[src/rtl/mem_pkg.sv]
// Shared memory-system definitions: word size, address map regions and the region type.
package mem_pkg;

  localparam int unsigned WORD_SIZE = 32;

  localparam logic [31:0] MEM_BASE = 32'h0000_0000;
  localparam logic [31:0] MEM_SIZE = 32'h0002_0000;
  localparam logic [31:0] IO_BASE  = 32'h8000_0000;
  localparam logic [31:0] IO_SIZE  = 32'h0001_0000;

  typedef enum logic [1:0] {
    REG_INVALID,
    REG_MEM,
    REG_IO
  } region_e;

  // Offset compare avoids an always-true "addr >= 0" when a base is zero.
  function automatic logic in_region(logic [31:0] a, logic [31:0] base, logic [31:0] size);
    return (a - base) < size;
  endfunction

endpackage

[src/rtl/memory_map_decode.sv]
// Combinational byte-address to region classifier, shared by the caches and the arbiter.
module memory_map_decode
  import mem_pkg::*;
(
  input  logic [31:0] addr,
  output region_e     region
);

  always_comb begin
    region = REG_INVALID;
    if (in_region(addr, MEM_BASE, MEM_SIZE)) begin
      region = REG_MEM;
    end else if (in_region(addr, IO_BASE, IO_SIZE)) begin
      region = REG_IO;
    end
  end

endmodule

[src/rtl/write_through_cache_mm.sv]
// Direct-mapped write-through/write-allocate cache, one word per line, with MMIO bypass.
// Request path is purely combinational; the requester holds its request while stalled.
module write_through_cache_mm
  import mem_pkg::*;
#(
  parameter int unsigned IDX_BITS = 6
) (
  input  logic                 clk,
  input  logic                 rst,
  input  logic [31:0]          addr,
  input  logic [WORD_SIZE-1:0] data_in,
  input  logic                 re,
  input  logic                 wr,
  output logic [WORD_SIZE-1:0] data_out,
  output logic                 cache_miss_stall,
  output logic                 valid_addr,
  output logic                 cacheable,
  output logic [31:0]          ext_addr,
  output logic [WORD_SIZE-1:0] ext_data_out,
  input  logic [WORD_SIZE-1:0] ext_data_in,
  output logic                 ext_re,
  output logic                 ext_wr,
  input  logic                 ext_ack
);

  localparam int unsigned LINES    = 1 << IDX_BITS;
  localparam int unsigned TAG_BITS = 30 - IDX_BITS;

  region_e region;

  memory_map_decode u_decode (
    .addr   (addr),
    .region (region)
  );

  logic [LINES-1:0]     valid_q;
  logic [TAG_BITS-1:0]  tag_q  [LINES];
  logic [WORD_SIZE-1:0] data_q [LINES];

  logic [IDX_BITS-1:0]  idx;
  logic [TAG_BITS-1:0]  tag;
  logic                 hit;
  logic                 fill;
  logic [WORD_SIZE-1:0] fill_data;

  assign idx          = addr[IDX_BITS+1:2];
  assign tag          = addr[31:IDX_BITS+2];
  assign cacheable    = (region == REG_MEM);
  assign valid_addr   = (region != REG_INVALID);
  assign ext_addr     = {addr[31:2], 2'b00};
  assign ext_data_out = data_in;
  assign hit          = re & cacheable & valid_q[idx] & (tag_q[idx] == tag);

  always_comb begin
    data_out         = '0;
    cache_miss_stall = 1'b0;
    ext_re           = 1'b0;
    ext_wr           = 1'b0;
    fill             = 1'b0;
    fill_data        = data_in;
    if (!rst) begin
      case (region)
        REG_MEM: begin
          if (wr) begin
            ext_wr           = 1'b1;
            cache_miss_stall = ~ext_ack;
            fill             = ext_ack;
          end else if (hit) begin
            data_out = data_q[idx];
          end else if (re) begin
            ext_re           = 1'b1;
            cache_miss_stall = ~ext_ack;
            fill             = ext_ack;
            fill_data        = ext_data_in;
            if (ext_ack) data_out = ext_data_in;
          end
        end
        REG_IO: begin
          if (wr) begin
            ext_wr           = 1'b1;
            cache_miss_stall = ~ext_ack;
          end else if (re) begin
            ext_re           = 1'b1;
            cache_miss_stall = ~ext_ack;
            if (ext_ack) data_out = ext_data_in;
          end
        end
        default: ;
      endcase
    end
  end

  always_ff @(posedge clk or posedge rst) begin
    if (rst) begin
      valid_q <= '0;
    end else if (fill) begin
      valid_q[idx] <= 1'b1;
    end
  end

  // Tag and data contents are meaningless until the valid bit is set, so no reset.
  always_ff @(posedge clk) begin
    if (fill && !rst) begin
      tag_q[idx]  <= tag;
      data_q[idx] <= fill_data;
    end
  end

endmodule

[config.mk]
export PLATFORM = sky130hd
export DESIGN_NAME = write_through_cache_mm
export DESIGN_NICKNAME = d
export VERILOG_FILES = /design/src/rtl/mem_pkg.sv /design/src/rtl/memory_map_decode.sv /design/src/rtl/write_through_cache_mm.sv
export SDC_FILE = /design/constraint.sdc
export NUM_CORES = 2
export LEC_CHECK = 0
export CAP_MARGIN = 0
export CORE_MARGIN = 4
export CORE_UTILIZATION = 40
export DETAILED_ROUTE_END_ITERATION = 16
export PLACE_DENSITY = 0.59
export RECOVER_POWER = 50
export SETUP_SLACK_MARGIN = 0.05
export SYNTH_ARGS = -nofsm -noshare
export SYNTH_HDL_FRONTEND = slang
export SYNTH_SLANG_ARGS = --single-unit
[constraint.sdc]
create_clock -name clk -period 22.7 [get_ports clk]
set_clock_uncertainty 0.2 [all_clocks]
set_input_delay 2.27 -clock clk [delete_from_list [all_inputs] [get_ports clk]]
set_output_delay 2.27 -clock clk [all_outputs]
set_load 0.005 [all_outputs]
==> impl_metrics.toml <==
[outcome]
violations = "max-capacitance violations, max-slew violations"
outcome = "finished, violations left"

[power_and_ir_drop]
p_leak_nw = 49.01
vdd_drop_max_mv = 0.06586
power.density_nw_per_um2 = 88.57

[timing]
fmax_mhz = 57.70
maxSlewHeadroom = -2.062
hold_viol = 0
slew_viol_final = 4273
fin_tns_setup_ps = 0
fin_crit_ps = 17330
rsz0062_at_grt = "no"
finalSetupViolations = 0
min_period_over_period = 0.7635
tightest_slew_ps = 4593

[drt]
first_iter_violations = 13995
met2_length_um = 220200
wl_met1_um = 184600
final_antenna_net_count = 0
wl_per_cell_um = 38.61
totalWireLength_um = 489200
dr.pass1.iters = 6
met3_length_um = 60440
vias = 83534
viasPerCell = 6.593
dr.max_layer_used = "met5"
drc = 0

[cts]
post_cts_resized = 0
cts_hold_buf = 0
htree_levels = 5
cts_setup_buffers = 0
ctsLongestPathBuffers = 4
clock-root-buffer = "clkbuf_16"
worstSkewPairLatency_ps = 920
cts.clk_slew.worst_paths_ps = 60
cts_sinks = 3648
numCtsBuffers = 360
tritoncts = "built"

[synth]
synth_largest_area_cell = "edfxtp_1"
synth_warnings = 0
avgSynthCellArea_um2 = 18.56
syn_area_um2 = 139200
ys_ff_latch = 3648
synth-edff-count = 3584
async_flop_share = 0.01754
ys_types = 78
synth_flop_cell = "edfxtp_1"
syn_inst = 7504
synth_top_area_share = 0.7729
ys_seq_area_frac = 0.7844
synthTopCellsByArea = "edfxtp_1 77%, mux4_2 3.7%, o22ai_1 3.4%"

[critical_path]
crit_fanout = 64
cp.required_ps = 22770
max_stage_delay_ps = 2710
worst_path_max_delay_cell = "clkbuf_1"
worst_path_most_repeated_cell = "clkbuf_1"
worstPathCellList = "clkbuf_1, clkbuf_1, buf_4, buf_4, mux4_2, nor2_1, o31ai_1, nor3_1, xnor2_1, nor3_1, and4bb_1, and3_1, a2111oi_0, clkbuf_1, mux2_2, clkbuf_1"
critPathCaptureType = "flip-flop"
startpoint_type = "input pin"
cp_data_arrival_time_ps = 17400
setup.worst_path.class = "input pin to flip-flop"

[global_route]
grt_pass1_wl_um = 661200
grt_max_degree = 103
grt_pass1_vias = 79329
track_usage = 0.2658
antenna_found_initial = 24
grt-ovfl-total = 0

[placement]
io_buffers = 197
place_congestion = 0.8226
dp_hpwl_um = 254600

[floorplan]
row_count = 216
die_y_um = 598.0
start_util = 0.4019
io_pins = 202
die_w_um = 598.0
dieArea_um2 = 357600
core_um2 = 346500

[flow_run]
drv_cap = 125

[final_layout]
post_route_cells_drive_above_1_share = 0.1525
layout_commonest_cell = "edfxtp_1"
fin_nets = 7880
final_cell_mix = "3,584 x edfxtp_1, 755 x o22ai_1, 371 x clkbuf_16"
area_growth_pct = 13.20
fillers = 29310
final_core_util = 0.4549

[worst_hold_path]
min-delay-path-class = "flip-flop to flip-flop"
[sequential cells by signal (all words and copies together), names as in the netlist]
signal   flops
data_q    2048
valid_q     64
tag_q     1536
[worst paths after layout]
check | startpoint | slack [ps] | end | cells after the start
setup / recovery | addr[4] | 5370 | data_q[48][8] | 16
hold / removal | valid_q[22] | 260 | valid_q[22] | 1
setup reg to reg | tag_q[29][3] | 12920 | data_q[5][2] | 14
hold reg to reg | valid_q[22] | 260 | valid_q[22] | 1
max in group asynchronous | rst | 17250 | valid_q[59] | 3
min in group asynchronous | rst | 3050 | valid_q[51] | 3
[kinds of logic (layout without fill, tap and decap cells)]
family,Yosys count,after routing,synth area share
simple gates,660,660,0.02471
other cells,1,28,0.00002693
compound gates,1771,1771,0.08903
flops,3648,3648,0.7844
buf+inv,618,1180,0.02160
mux,787,787,0.07902
xor+xnor,19,19,0.001195
[metrics by stage]
stage               hold WS (ps)  worst slack [ps]  cell area [um2]  instances  power, mW
finish                     262.4              5369           157600      12671      13.96
CTS                        265.0             10060           158400      12645      14.00
global route               274.3              5005           157600      12646      14.30
floorplan                  229.8              7811           139200       7505      7.902
detailed placement         250.3             10070           147100      11995      8.237
global placement           238.4             10150           147100      11995      8.227
[worst max-delay path: cells and delay by family]
family,cells,cell delay (ps)
and+or+nand+nor,5,960
xor gates and xnor gates,1,610
buffers and inverters,6,11250
AOI/OAI and AO/OA,2,1020
muxes,2,870
[cell usage after synthesis, drive strengths merged, types with 23 or more instances]
cell type,instances
o22ai,755
o21ai,136
a221oi,73
nand3,44
a31o,65
dfrtp,64
clkbuf,293
nor2,134
a211oi,28
o221ai,155
o2bb2ai,33
a21oi,130
edfxtp,3584
a22oi,124
nor4,97
buf,314
nor3,125
a22o,23
mux4,227
a2111oi,70
mux2i,332
mux2,228
nand2,119
o22a,61
[power breakdown]
group | internal [mW] | leakage [nW] | switching, mW
logic | 0.200 | 10.4 | 0.510
registers | 7.40 | 33.1 | 0.00000106
clock network | 3.34 | 5.56 | 2.51
total | 10.9 | 49.0 | 3.02
[cell type report]
class / instances / area (um2) / area share
Clock buffer: 446 / 9565 / 0.06068
Antenna cell: 26 / 65.06 / 0.0004128
Sequential cell: 3648 / 109200 / 0.6929
Multi-Input combinational cell: 3239 / 27260 / 0.1729
Clock inverter: 204 / 1803 / 0.01144
Inverter: 11 / 52.55 / 0.0003334
Timing Repair Buffer: 519 / 3930 / 0.02493
Tap cell: 4578 / 5728 / 0.03634
[routing by layer]
layer,up-vias,track usage
li1,32044,-
met1,44008,0.3702
met2,6316,0.4058
met3,1160,0.05837
met4,6,0.1108
met5,-,0
(Power assumes the default switching activity.)
